### src/rtl/sugar_ledger_if.sv
// ---------------------------------------------------------------------------
// sugar_ledger_if
//   Single-port sugar map RAM bus between the sugar ledger (master) and the
//   sugar map RAM (slave).
//
//   Parameters:
//     AW : RAM address width ({Y,X})
//     DW : sugar bits per map cell
//
//   Signals:
//     mem_addr   master->slave  AW  cell address {Y,X}
//     mem_rd     master->slave  1   read strobe, data on mem_rdata next cycle
//     mem_rdata  slave->master  DW  read data
//     mem_wr     master->slave  1   write strobe
//     mem_wdata  master->slave  DW  write data
// ---------------------------------------------------------------------------
interface sugar_ledger_if #(
  parameter int AW = 8,
  parameter int DW = 4
) ();
  logic [AW-1:0] mem_addr;
  logic          mem_rd;
  logic [DW-1:0] mem_rdata;
  logic          mem_wr;
  logic [DW-1:0] mem_wdata;

  modport master (
    output mem_addr, mem_rd, mem_wr, mem_wdata,
    input  mem_rdata
  );

  modport slave (
    input  mem_addr, mem_rd, mem_wr, mem_wdata,
    output mem_rdata
  );
endinterface

### src/rtl/sugar_ledger.sv
// ---------------------------------------------------------------------------
// sugar_ledger
//   Once per game tick, snapshots every ant's collect/drop flags and X/Y,
//   then walks the ants in index order through one single-port RAM port:
//   collecting ants decrement their cell in the sugar map (read, wait,
//   write back value-1), dropping ants bump the colony food tally.
//
//   Optional feature (macro SUGAR_LEDGER_OVERRUN_EN):
//     adds overrun_cnt, a saturating count of update_flag strobes that
//     arrive while a scan is still running (including its FIN cycle).
//     Without the macro those strobes are silently dropped.
//
//   Ports:
//     game_clk     clock
//     RESET        asynchronous, active-high reset
//     update_flag  game-tick strobe
//     collect_vec  per-ant collecting_sugar
//     drop_vec     per-ant dropping_sugar
//     ant_X/ant_Y  packed coordinates, ant i at [i*W +: W]
//     mem          sugar map RAM bus (master side)
//     food_count   sugar delivered to the colony (saturating)
//     empty_picks  collects that found an empty cell (saturating at 255)
//     busy         scan in progress
//     done         one-cycle pulse as a scan completes
//     overrun_cnt  (SUGAR_LEDGER_OVERRUN_EN only) ignored strobes
// ---------------------------------------------------------------------------
module sugar_ledger #(
  parameter int N_ANTS  = 8,
  parameter int XW      = 4,
  parameter int YW      = 4,
  parameter int SUGAR_W = 4,
  parameter int FOOD_W  = 16
) (
  input  logic                 game_clk,
  input  logic                 RESET,
  input  logic                 update_flag,
  input  logic [N_ANTS-1:0]    collect_vec,
  input  logic [N_ANTS-1:0]    drop_vec,
  input  logic [N_ANTS*XW-1:0] ant_X,
  input  logic [N_ANTS*YW-1:0] ant_Y,
  sugar_ledger_if.master       mem,
  output logic [FOOD_W-1:0]    food_count,
  output logic [7:0]           empty_picks,
  output logic                 busy,
  output logic                 done
`ifdef SUGAR_LEDGER_OVERRUN_EN
  ,
  output logic [7:0]           overrun_cnt
`endif
);

  localparam int IW = (N_ANTS > 1) ? $clog2(N_ANTS) : 1;

  typedef enum logic [2:0] {
    S_IDLE,
    S_SCAN,
    S_RD,
    S_WAIT,
    S_WR,
    S_DROP,
    S_FIN
  } state_t;

  state_t state, state_nxt;

  logic [IW-1:0]        idx;
  logic [N_ANTS-1:0]    col_q, drp_q;
  logic [N_ANTS*XW-1:0] x_q;
  logic [N_ANTS*YW-1:0] y_q;
  logic [XW+YW-1:0]     addr_q;
  logic [SUGAR_W-1:0]   val_q;

  // Per-cycle strobes from the FSM to the datapath.
  logic snap, load_addr, capture, food_inc, empty_inc, idx_inc;
  logic rd_en, wr_en;
  logic [SUGAR_W-1:0] wdata;

  logic          cur_col, cur_drp, last_ant;
  logic [XW-1:0] cur_x;
  logic [YW-1:0] cur_y;

  assign cur_col  = col_q[idx];
  assign cur_drp  = drp_q[idx];
  assign cur_x    = x_q[idx*XW +: XW];
  assign cur_y    = y_q[idx*YW +: YW];
  assign last_ant = (idx == IW'(N_ANTS - 1));

  // Strobes are decoded from state so RESET clears them the same instant
  // it clears the state register; no write can complete after RESET rises.
  assign mem.mem_addr  = addr_q;
  assign mem.mem_rd    = rd_en;
  assign mem.mem_wr    = wr_en;
  assign mem.mem_wdata = wdata;

  // ---------------------------------------------------------------------
  // State register
  // ---------------------------------------------------------------------
  // NOTE: sequential state is assigned with <= so every flop samples the
  // pre-edge values of the others, independent of process ordering.
  always_ff @(posedge game_clk or posedge RESET) begin
    if (RESET) state <= S_IDLE;
    else       state <= state_nxt;
  end

  // ---------------------------------------------------------------------
  // Next state and per-cycle outputs
  // ---------------------------------------------------------------------
  always_comb begin
    // NOTE: every output of this block gets a default before the case, so
    // no path leaves a signal unassigned and no latch is inferred.
    state_nxt = state;
    snap      = 1'b0;
    load_addr = 1'b0;
    capture   = 1'b0;
    food_inc  = 1'b0;
    empty_inc = 1'b0;
    idx_inc   = 1'b0;
    rd_en     = 1'b0;
    wr_en     = 1'b0;
    wdata     = '0;
    busy      = 1'b0;
    done      = 1'b0;

    unique case (state)
      S_IDLE: begin
        if (update_flag) begin
          snap      = 1'b1;
          state_nxt = S_SCAN;
        end
      end

      S_SCAN: begin
        busy = 1'b1;
        if (cur_col) begin
          load_addr = 1'b1;
          state_nxt = S_RD;
        end else if (cur_drp) begin
          state_nxt = S_DROP;
        end else begin
          idx_inc   = !last_ant;
          state_nxt = last_ant ? S_FIN : S_SCAN;
        end
      end

      S_RD: begin
        busy      = 1'b1;
        rd_en     = 1'b1;
        state_nxt = S_WAIT;
      end

      S_WAIT: begin
        busy      = 1'b1;
        capture   = 1'b1;
        state_nxt = S_WR;
      end

      S_WR: begin
        busy = 1'b1;
        if (val_q != '0) begin
          wr_en = 1'b1;
          wdata = val_q - SUGAR_W'(1);
        end else begin
          empty_inc = 1'b1;
        end
        if (cur_drp) begin
          state_nxt = S_DROP;
        end else begin
          idx_inc   = !last_ant;
          state_nxt = last_ant ? S_FIN : S_SCAN;
        end
      end

      S_DROP: begin
        busy      = 1'b1;
        food_inc  = 1'b1;
        idx_inc   = !last_ant;
        state_nxt = last_ant ? S_FIN : S_SCAN;
      end

      S_FIN: begin
        done      = 1'b1;
        state_nxt = S_IDLE;
      end

      default: state_nxt = S_IDLE;
    endcase
  end

  // ---------------------------------------------------------------------
  // Datapath: snapshot, scan index, address, read capture, tallies
  // ---------------------------------------------------------------------
  // NOTE: the snapshot is a handful of flops, not a RAM, so it is reset
  // along with everything else; the sugar map itself lives outside.
  always_ff @(posedge game_clk or posedge RESET) begin
    if (RESET) begin
      idx         <= '0;
      col_q       <= '0;
      drp_q       <= '0;
      x_q         <= '0;
      y_q         <= '0;
      addr_q      <= '0;
      val_q       <= '0;
      food_count  <= '0;
      empty_picks <= '0;
    end else begin
      // The snapshot is loaded only from IDLE, so strobes during a scan
      // never disturb the coordinates being walked.
      if (snap) begin
        idx   <= '0;
        col_q <= collect_vec;
        drp_q <= drop_vec;
        x_q   <= ant_X;
        y_q   <= ant_Y;
      end else if (idx_inc) begin
        idx <= idx + IW'(1);
      end

      // Address is registered so it is stable through RD/WAIT/WR and
      // holds its last value while idle.
      if (load_addr) addr_q <= {cur_y, cur_x};
      if (capture)   val_q  <= mem.mem_rdata;

      if (food_inc && (food_count != '1))
        food_count <= food_count + FOOD_W'(1);
      if (empty_inc && (empty_picks != 8'hFF))
        empty_picks <= empty_picks + 8'd1;
    end
  end

`ifdef SUGAR_LEDGER_OVERRUN_EN
  // Any strobe outside IDLE (busy or the FIN cycle) is an overrun.
  always_ff @(posedge game_clk or posedge RESET) begin
    if (RESET)
      overrun_cnt <= '0;
    else if (update_flag && (state != S_IDLE) && (overrun_cnt != 8'hFF))
      overrun_cnt <= overrun_cnt + 8'd1;
  end
`endif

endmodule

### src/flat_wrapper.sv
// flat-port wrapper written by rule: the top's interface ports become plain ports
module sugar_ledger_flat 
#(
  parameter int N_ANTS  = 8,
  parameter int XW      = 4,
  parameter int YW      = 4,
  parameter int SUGAR_W = 4,
  parameter int FOOD_W  = 16
)
  (game_clk, RESET, update_flag, collect_vec, drop_vec, ant_X, ant_Y, food_count, empty_picks, busy, done, mem_mem_addr, mem_mem_rd, mem_mem_wr, mem_mem_wdata, mem_mem_rdata);
  sugar_ledger_if #(.AW(XW+YW), .DW(SUGAR_W)) mem_i ();
  input  logic game_clk;
  input  logic RESET;
  input  logic update_flag;
  input  logic [N_ANTS-1:0] collect_vec;
  input  logic [N_ANTS-1:0] drop_vec;
  input  logic [N_ANTS*XW-1:0] ant_X;
  input  logic [N_ANTS*YW-1:0] ant_Y;
  output logic [FOOD_W-1:0] food_count;
  output logic [7:0] empty_picks;
  output logic busy;
  output logic done;
  output wire logic [$bits(mem_i.mem_addr)-1:0] mem_mem_addr;
  output wire logic [$bits(mem_i.mem_rd)-1:0] mem_mem_rd;
  output wire logic [$bits(mem_i.mem_wr)-1:0] mem_mem_wr;
  output wire logic [$bits(mem_i.mem_wdata)-1:0] mem_mem_wdata;
  input wire logic [$bits(mem_i.mem_rdata)-1:0] mem_mem_rdata;
  assign mem_mem_addr = mem_i.mem_addr;
  assign mem_mem_rd = mem_i.mem_rd;
  assign mem_mem_wr = mem_i.mem_wr;
  assign mem_mem_wdata = mem_i.mem_wdata;
  assign mem_i.mem_rdata = mem_mem_rdata;
  sugar_ledger #(.N_ANTS(N_ANTS), .XW(XW), .YW(YW), .SUGAR_W(SUGAR_W), .FOOD_W(FOOD_W)) u_core (.game_clk(game_clk), .RESET(RESET), .update_flag(update_flag), .collect_vec(collect_vec), .drop_vec(drop_vec), .ant_X(ant_X), .ant_Y(ant_Y), .mem(mem_i), .food_count(food_count), .empty_picks(empty_picks), .busy(busy), .done(done));
endmodule
### config.mk
export PLATFORM = sky130hd
export DESIGN_NAME = sugar_ledger_flat
export DESIGN_NICKNAME = d
export VERILOG_FILES = /design/src/rtl/sugar_ledger_if.sv /design/src/rtl/sugar_ledger.sv /design/src/flat_wrapper.sv
export SDC_FILE = /design/constraint.sdc
export NUM_CORES = 1
export LEC_CHECK = 0
export CORE_MARGIN = 1.5
export CORE_UTILIZATION = 52
export CTS_BUF_LIST = sky130_fd_sc_hd__clkbuf_8
export DETAILED_ROUTE_END_ITERATION = 10
export GPL_TIMING_DRIVEN = 0
export HOLD_SLACK_MARGIN = 0.02
export MAX_ROUTING_LAYER = met4
export PLACE_DENSITY = 0.88
export RECOVER_POWER = 25
export SYNTH_ARGS = -nofsm -noshare
export SYNTH_HDL_FRONTEND = slang
export SYNTH_SLANG_ARGS = --single-unit
export TNS_END_PERCENT = 100
### constraint.sdc
create_clock -name game_clk -period 5.04 [get_ports game_clk]
set_clock_uncertainty 0.15 [all_clocks]
set_input_delay 1.008 -clock game_clk [delete_from_list [all_inputs] [get_ports game_clk]]
set_output_delay 1.008 -clock game_clk [all_outputs]
set_load 0.02 [all_outputs]
=== After elaboration in Yosys (flattened, before gate mapping) ===
Cells that the tools add are included.

* Bits in registers: 122
* Latch bits: 0
* RAM bits: 0
* ROM bits: 0
* Bits of input ports: 87
* Output and inout port bits: 40
* Logic and storage cells: 63
* Memories: 0

* Add/subtract/negate cells: 4
* Multipliers: 0
* Div/mod/pow operators: 0
* $lt $le $gt $ge: 1
* Equal/unequal tests: 10
* Shift-type cells: 2
* Muxes and demuxes: 29
* Bitwise operators: 0
* Reduce and logical (&&, ||, !) cells: 7

{| class="wikitable"
|+ Operators by type and width
! operator !! count
|-
| indexed part select 32 x 6 -> 4 bit || 2
|-
| two-way mux 3 bit || 6
|-
| case mux 3 bit (6 select lines) || 1
|-
| two-way mux 1 bit || 17
|-
| adder 16 x 1 -> 16 bit, second input constant || 1
|-
| inequality test 16 bit, second input constant || 1
|-
| equality test 3 bit, second input constant || 4
|-
| adder 8 x 1 -> 8 bit, second input constant || 1
|-
| two-way mux 4 bit || 2
|-
| inequality test 8 bit, second input constant || 1
|-
| binary-select mux 1 bit (select 3 bit) || 2
|-
| equality test 3 x 2 -> 1 bit, second input constant || 2
|-
| OR reduction 5 bit || 1
|-
| < comparator 3 x 4 -> 1 bit, second input constant || 1
|-
| nonzero test 4 bit || 1
|-
| subtractor 4 x 1 -> 4 bit, second input constant || 1
|-
| adder 3 x 1 -> 3 bit, second input constant || 1
|-
| equality test 3 x 1 -> 1 bit, second input constant || 1
|-
| zero test 3 bit || 1
|-
| case mux 1 bit (3 select lines) || 1
|-
| logical AND 1 bit || 2
|-
| inequality test 2 bit, second input constant || 1
|-
| nonzero test 2 bit || 1
|-
| zero test 1 bit || 1
|}

=== Longest topological paths before layout ===
Gate-level depths: netlist (run 1).

* Depth in word-level cells: 7
* Depth in mapped cells: 9
* Mapped depth without buffers: 7

=== Worst setup path before layout (run 1) ===
OpenSTA, ideal clock, no wires.

* Path kind: register to output
* Start point: register u_core.state[1]
* End point: output port mem_mem_wdata[2]
* Arrival: 1.277 ns
* Required time: 3.882 ns
* Slack: 2.605 ns
* Cell stages (with the launch flop): 5
* Buffers on the path: 1
* Cells stage by stage: dfrtp_1 -> clkbuf_1 -> nor3b_1 -> nand2b_1 -> nor2_1

* Cells in the longest elaborated chain, start to end: 2

{| class="wikitable"
|+ RTL lines
! item !! line !! RTL
|-
| start: declaration || sugar_ledger.sv:64 || <nowiki>state_t state, state_nxt;</nowiki>
|-
| start signal: assignment || sugar_ledger.sv:102 || <nowiki>else state <= state_nxt;</nowiki>
|-
| equality test 3 bit || sugar_ledger.sv:124 || <nowiki>unique case (state)</nowiki>
|-
| two-way mux 4 bit || sugar_ledger.sv:124 ||
|-
| end: declaration || flat_wrapper.sv:26 || <nowiki>output wire logic [$bits(mem_i.mem_wdata)-1:0] mem_mem_wdata;</nowiki>
|}

Every way passes these cells.

=== Worst setup path after layout (run 1) ===
Same ends and word-level chain as after synthesis.

==> flow_summary_export.csv, run 1 <==
group,metric,value,unit
outcome,status,"completed",
pwr,cell_internal_pwr,2.66,mW
setup_path,type_of_the_worst_setup_path,"flip-flop to output port",
routing,total_vias_in_the_final_route,4728,
clock_tree,clkTransAtPathRegs,0.07,ns
clock_tree,cts_num_sinks,122,
logic_synthesis,synth.area.top_cells,"sky130_fd_sc_hd__dfrtp_1 (54%), sky130_fd_sc_hd__nand2_1 (18%), sky130_fd_sc_hd__mux4_2 (6.8%)",
setup_path,critical_path_data_arrival_time,2.42,ns
global_routing,grt_antenna_before_repair,0,
logic_synthesis,proportion_of_synthesized_chip_area_in_sequential_cells,0.538,
logic_synthesis,synth.avg_cell_area,9.80,µm²
clock_tree,root_buffer,"sky130_fd_sc_hd__clkbuf_8",
setup_path,worstPathCellList,"clkbuf_1 -> nor3b_1 -> nand2b_1 -> nor2_1 -> clkdlybuf4s50_1",
cells_and_area,antennaDiodeCount,0,
pwr,power_per_cell_area,554,nW/µm²
logic_synthesis,synth_enable_flop_cells,0,
setup_path,setup.worst_path.start_class,"flip-flop",
timing,worst_slack,1.46,ns
pwr,clockPowerShare,0.214,
timing,grt_setup_unrepaired,"no",
routing,drt_iter0_markers,230,
pwr,static_leakage,3.60,nW
routing,drc_markers,0,
timing,max_freq,279,MHz
die,floorplan.io_pins,127,
timing,final-max-slew-violation-count,0,
logic_synthesis,synth_warnings,0,
clock_tree,cts_setup_buffers,0,
timing,min_period_over_period,0.711,
logic_synthesis,asyncSetResetFlopFracSynth,1.00,
clock_tree,cts_resized,0,
logic_synthesis,ys_top_cells_by_count,"sky130_fd_sc_hd__nand2_1 (268), sky130_fd_sc_hd__dfrtp_1 (122), sky130_fd_sc_hd__clkbuf_1 (18)",
global_routing,grt_overflow_total,0,
timing,hold_viol_final,0,
routing,route.antenna.remaining_nets,0,
global_routing,first_global_vias,4926,
die,fp.dieH,107,µm
clock_tree,holdBufCountCts,0,
cells_and_area,fraction_of_final_layout_cells_sized_beyond_drive_strength_1,0.100,
logic_synthesis,yosysTopAreaCell,"sky130_fd_sc_hd__dfrtp_1",
global_routing,global_route.usage.total,0.275,
die,die_width,107,µm
setup_path,worst_setup_path_end_kind,"output port",
timing,finalHoldWorstSlack,0.330,ns
logic_synthesis,synth.lib_cells_used.distinct,47,
placed_design,dpl.hpwl,10100,µm
routing,finalWirelength,14200,µm
logic_synthesis,synthesis.nets,672,
setup_path,critPathTopFamily,"buffers and inverters",
timing,final.min_clock_period,3.58,ns
timing,setup-violations-final,0,
routing,wl_per_cell,16.3,µm
clock_tree,cts_buffer_depth,2,
setup_path,critical_path.slowest_cell,"sky130_fd_sc_hd__clkdlybuf4s50_1",
placed_design,port_buffers,126,
die,core_area,10500,µm²
logic_synthesis,ys_ff_latch,122,
setup_path,cp.buffers_inverters,2,
clock_tree,htree_levels,4,
cells_and_area,flow.area_growth_from_synthesis,32.9,%
routing,vias_per_cell,5.42,
setup_path,cp_max_fo,10,
logic_synthesis,yosysMostFrequentCell,"sky130_fd_sc_hd__nand2_1",
timing,timing.slew.headroom,0.325,
placed_design,post-place-ws,1.93,ns
pwr,worst_ir_drop_vdd,0.325,mV
clock_tree,cts_tree,"done",
clock_tree,clkLatencyLatePin,0.44,ns
die,initial_utilization,0.542,
cells_and_area,total_number_of_nets_in_the_final_design,818,
setup_path,worstPathRequired,3.88,ns
hold_path,hold_path.class,"flip-flop to flip-flop",
run,maxCapViolCount,0,
clock_tree,tritoncts.num_buffers,17,
cells_and_area,fraction_of_the_core_area_covered_by_cells_at_the_end_of_the_flow,0.720,
pwr,p_comb_frac,0.400,
logic_synthesis,syn_area,5670,µm²
logic_synthesis,synth_largest_type_area_fraction,0.538,
global_routing,grt_first_pass_wirelength,23300,µm
setup_path,max_stage_delay,0.61,ns
global_routing,grt_start_max_net_pins,104,
die,rows,37,
pwr,switching_share,0.363,
logic_synthesis,synthesis.instances,579,
logic_synthesis,ys.flop_type,"sky130_fd_sc_hd__dfrtp_1",
routing,dr.pass1.iters,6,
die,design.die.area,11500,µm²
pwr,design_power_total,4.18,mW
timing,timing_worst_slew_pin_value,1.01,ns
placed_design,finalWeightedCongestion,0.803,
pwr,power.share.sequential,0.387,
pwr,p_switching,1.51,mW
## placed cells by master, fill, tap and decap left out, types with 2 or more instances in the layout
master | Yosys | layout
sky130_fd_sc_hd__nand2_1 | 268 | 268
sky130_fd_sc_hd__clkdlybuf4s50_1 | 0 | 125
sky130_fd_sc_hd__dfrtp_1 | 122 | 122
sky130_fd_sc_hd__clkbuf_8 | 0 | 20
sky130_fd_sc_hd__clkbuf_1 | 18 | 18
sky130_fd_sc_hd__xnor2_1 | 17 | 17
sky130_fd_sc_hd__mux2i_1 | 17 | 17
sky130_fd_sc_hd__mux4_2 | 17 | 17
sky130_fd_sc_hd__nor2_1 | 12 | 12
sky130_fd_sc_hd__nand3_1 | 11 | 11
sky130_fd_sc_hd__inv_1 | 9 | 11
sky130_fd_sc_hd__mux2_2 | 8 | 8
sky130_fd_sc_hd__nand4_1 | 7 | 7
sky130_fd_sc_hd__buf_2 | 7 | 7
sky130_fd_sc_hd__xor2_1 | 7 | 7
sky130_fd_sc_hd__o21ai_1 | 7 | 7
sky130_fd_sc_hd__and3_1 | 6 | 6
sky130_fd_sc_hd__ha_1 | 6 | 6
sky130_fd_sc_hd__clkinv_2 | 0 | 4
sky130_fd_sc_hd__bufinv_16 | 0 | 3
sky130_fd_sc_hd__nor3b_1 | 2 | 2
sky130_fd_sc_hd__buf_4 | 2 | 2
sky130_fd_sc_hd__nor3_1 | 2 | 2
sky130_fd_sc_hd__buf_6 | 2 | 2
sky130_fd_sc_hd__o21ai_2 | 2 | 2
sky130_fd_sc_hd__and2_1 | 2 | 2
sky130_fd_sc_hd__o21ai_0 | 2 | 2
sky130_fd_sc_hd__a21oi_1 | 2 | 2
sky130_fd_sc_hd__and4_1 | 2 | 2
## power by group through the flow
stage	Clock [mW]	Combinational, mW	Sequential [mW]
2_1_floorplan	0	1.13	1.58
3_3_place_gp	0	1.56	1.58
3_5_place_dp	0	1.66	1.61
4_1_cts	0.905	1.67	1.61
5_1_grt	0.947	1.83	1.65
6_report	0.892	1.67	1.62
## sequential cells by signal (all words and copies together) (netlist names), 4 cells and up
| register | cells |
|---|---|
| u_core.empty_picks | 8 |
| u_core.x_q | 32 |
| u_core.val_q | 4 |
| u_core.y_q | 32 |
| u_core.food_count | 16 |
| u_core.col_q | 8 |
| u_core.drp_q | 8 |
| u_core.mem.mem_addr | 8 |
## worst reg2reg max path: cells and delay by family (launching register included)
family                 cells  cell delay, ns
flip-flops                 1            0.37
AND/OR/NAND/NOR            4            0.79
buffers and inverters      3            0.89
## per-layer routing
layer,track usage,wire [µm],up-vias
li1,-,-,2185
met1,0.316,5610,2296
met2,0.462,7210,197
met3,0.0660,992,50
met4,0.122,424,0
met5,-,0,-
## metrics by stage
stage,area [µm²],cells,TNS [ns]
after floorplan,5670,579,0
after detailed placement,7140,842,0
after CTS,7540,873,0
after global routing,7540,873,0
final,7540,873,0
after global placement,7100,841,-102.54
## layout make-up
type	instances	area, µm²
plain buffers	31	164
clock buffers	20	275
clock inverters	11	129
fillers	753	2930
inverters	9	35.0
multi-input cells	417	2420
flip-flops and latches	122	3050
well taps	136	170
repair buffers	127	1290
## worst paths after layout
path                                 start                    end  slack [ns]  cells after the start
min in group asynchronous            RESET  u_core.empty_picks[6]        1.07                      2
max in group asynchronous            RESET         u_core.x_q[14]        2.73                      3
min reg2reg                 u_core.y_q[18]         u_core.y_q[18]        0.33                      2
max                        u_core.state[1]       mem_mem_wdata[2]        1.46                      5
min                         u_core.y_q[18]         u_core.y_q[18]        0.33                      2
max reg2reg                u_core.state[1]         u_core.x_q[29]        2.76                      7
## kinds of logic after synthesis
| kind of cell | count (synthesis) | share of synthesized area |
|---|---|---|
| simple gates | 322 | 0.233 |
| compound gates | 23 | 0.0302 |
| flops | 122 | 0.538 |
| fa+ha+maj | 6 | 0.0132 |
| mux | 42 | 0.113 |
| buf+inv | 40 | 0.0349 |
| xor+xnor | 24 | 0.0371 |
No activity file was read; power rests on OpenSTA's default activity.
==> run 2: changes to the inputs <==
- CORE_UTILIZATION: 52 -> 47
- PLACE_DENSITY: 0.88 -> 0.84
- clock period: 5.04 -> 2.94 ns (I/O delays scaled with it)
==> run 2 against run 1 <==
- the flow now finishes with violations (max-capacitance violations, max-slew violations)
- non-clock buffer count is 2 higher
- sequential share of layout area hardly changed
- die area is 10% higher
- routed wire length is 4.5% lower
- critical path depth stayed put
- final cell count is 1.1% higher
- sequential power is 70% higher
- first-iteration DRC count is 33% higher
- count of clock-buffer cells in the layout is 3 lower
- via count is 3.2% lower
- core utilization is 7.1 points lower
- critical endpoint is now mem_mem_wr
- largest power group unchanged
==> flow_summary_export.csv, run 2 (synthesized netlist as in run 1, its figures left out) <==
group,metric,value,unit
timing,setup-violations-final,0,
global_routing,grt.met1_usage,0.278,
clock_tree,cts_num_sinks,122,
setup_path,cp_max_fo,10,
die,fp.dieH,113,µm
global_routing,global_route.usage.total,0.237,
placed_design,finalWeightedCongestion,0.860,
pwr,p_switching,2.61,mW
placed_design,port_buffers,126,
global_routing,grt_antenna_before_repair,0,
setup_path,worstPathRequired,2.20,ns
routing,drt_iter0_markers,305,
pwr,p_comb_frac,0.402,
die,die_width,113,µm
clock_tree,root_buffer,"sky130_fd_sc_hd__clkbuf_8",
global_routing,grt_overflow_total,0,
hold_path,hold_path.class,"flip-flop to flip-flop",
routing,total_vias_in_the_final_route,4579,
die,initial_utilization,0.488,
timing,hold_viol_final,0,
pwr,switching_share,0.370,
cells_and_area,post_layout_nonfiller_instances,883,
setup_path,cp-startpoint,"u_core.state[1]",
cells_and_area,layout.cells.most_common_list,"sky130_fd_sc_hd__nand2_1 (268), sky130_fd_sc_hd__dfrtp_1 (122), sky130_fd_sc_hd__clkdlybuf4s50_1 (121), sky130_fd_sc_hd__clkbuf_1 (18)",
cells_and_area,antennaDiodeCount,0,
hold_path,hold_start,"u_core.x_q[8]",
timing,timing_worst_slew_pin_value,1.59,ns
die,core_area,11600,µm²
global_routing,grt_start_max_net_pins,45,
routing,vias_per_cell,5.19,
setup_path,type_of_the_worst_setup_path,"flip-flop to output port",
routing,route.antenna.remaining_nets,0,
timing,final-max-slew-violation-count,39,
pwr,static_leakage,3.63,nW
die,design.die.area,12700,µm²
cells_and_area,fraction_of_final_layout_cells_sized_beyond_drive_strength_1,0.112,
die,floorplan.io_pins,127,
cells_and_area,layout_commonest_cell,"sky130_fd_sc_hd__nand2_1",
setup_path,r2r_path_start,"u_core.state[1]",
clock_tree,htree_levels,4,
routing,finalWirelength,13600,µm
routing,drc_markers,0,
cells_and_area,flow.area_growth_from_synthesis,33.0,%
pwr,clockPowerShare,0.208,
setup_path,worst_setup_path_end_kind,"output port",
cells_and_area,largestRegisters,"u_core.x_q (32), u_core.y_q (32), u_core.food_count (16)",
pwr,cell_internal_pwr,4.43,mW
pwr,worst_ir_drop_vdd,0.375,mV
global_routing,grt_first_pass_wirelength,22700,µm
pwr,design_power_total,7.04,mW
setup_path,critical_path_data_arrival_time,2.14,ns
placed_design,dpl.hpwl,10000,µm
setup_path,setup.worst_path.start_class,"flip-flop",
outcome,failed_checks,"max-capacitance violations, max-slew violations",
timing,min_period_over_period,0.977,
clock_tree,clkTransAtPathRegs,0.07,ns
routing,wl_per_cell,15.4,µm
timing,timing.slew.headroom,-0.0654,
global_routing,first_global_vias,4823,
global_routing,met2_usage,0.407,
pwr,power.share.sequential,0.391,
global_routing,top_usage_layer,"met2",
die,rows,39,
cells_and_area,total_number_of_nets_in_the_final_design,820,
timing,final.min_clock_period,2.87,ns
timing,grt_setup_unrepaired,"yes",
global_routing,globalRouteMet3Util,0.0493,
pwr,power_per_cell_area,933,nW/µm²
placed_design,dp.cells,850,
timing,finalHoldWorstSlack,0.326,ns
clock_tree,cts_buffer_depth,2,
timing,max_freq,348,MHz
clock_tree,clkLatencyLatePin,0.44,ns
outcome,status,"finished, violations left",
clock_tree,cts_tree,"done",
clock_tree,tritoncts.num_buffers,17,
routing,dr.pass1.iters,5,
run,maxCapViolCount,1,
-- run 2: critical path, stage by stage (launching register included) --
cell                              delay [ns]
sky130_fd_sc_hd__dfrtp_1                0.38
sky130_fd_sc_hd__clkbuf_1               0.20
sky130_fd_sc_hd__nor3b_2                0.36
sky130_fd_sc_hd__nand2b_4               0.10
sky130_fd_sc_hd__inv_1                  0.06
sky130_fd_sc_hd__clkdlybuf4s50_1        0.59
-- run 2: final cells by class --
cell class | instances | area, µm²
clock inverter | 15 | 153
fill | 899 | 4070
clock buffer | 17 | 234
timing repair buffer | 129 | 1290
sequential | 122 | 3050
inverter | 9 | 35.0
multi-input combinational | 417 | 2440
buffer | 31 | 164
tap | 143 | 179
-- run 2: power by group through the flow --
stage / registers [mW] / logic [mW] / clock network (mW)
3_5_place_dp: 2.77 / 2.82 / 0
5_1_grt: 2.83 / 3.13 / 1.57
6_report: 2.75 / 2.83 / 1.46
2_1_floorplan: 2.71 / 1.94 / 0
3_3_place_gp: 2.72 / 2.68 / 0
4_1_cts: 2.74 / 2.85 / 1.48
-- run 2: worst paths after layout --
kind | endpoint | slack, ns | cells past startpoint
worst min-delay path | u_core.x_q[8] | 0.33 | 2
worst min register to register | u_core.x_q[8] | 0.33 | 2
worst max-delay path | mem_mem_wr | 0.07 | 5
min in group asynchronous | u_core.x_q[10] | 0.81 | 2
worst max register to register | u_core.y_q[14] | 0.62 | 7
max in group asynchronous | u_core.food_count[11] | 0.49 | 3
-- run 2: what timing repair did --
item,CTS,global route
setup endpoints to repair,5,4
hold buffers,0,0
resized for setup,3,5
setup buffers,1,0
pin swaps,1,0
-- run 2: per-stage QoR --
step | cell area [µm²] | util | TNS, ns | worst slack (ns)
global placement | 7120 | 0.613 | -35.52 | -0.300
floorplan | 5680 | - | 0 | 0.705
global route | 7540 | 0.649 | -0.114 | -0.0570
CTS | 7550 | 0.650 | 0 | 0.000382
detailed placement | 7160 | 0.616 | 0 | 0.293
finish | 7540 | 0.649 | 0 | 0.0663
-- run 2: metal layers --
layer,wire (µm),vias to the layer above,part of all wire
met5,0,-,0
met4,263,0,0.019
met3,600,22,0.044
met2,7130,144,0.52
met1,5610,2226,0.41
li1,-,2187,-
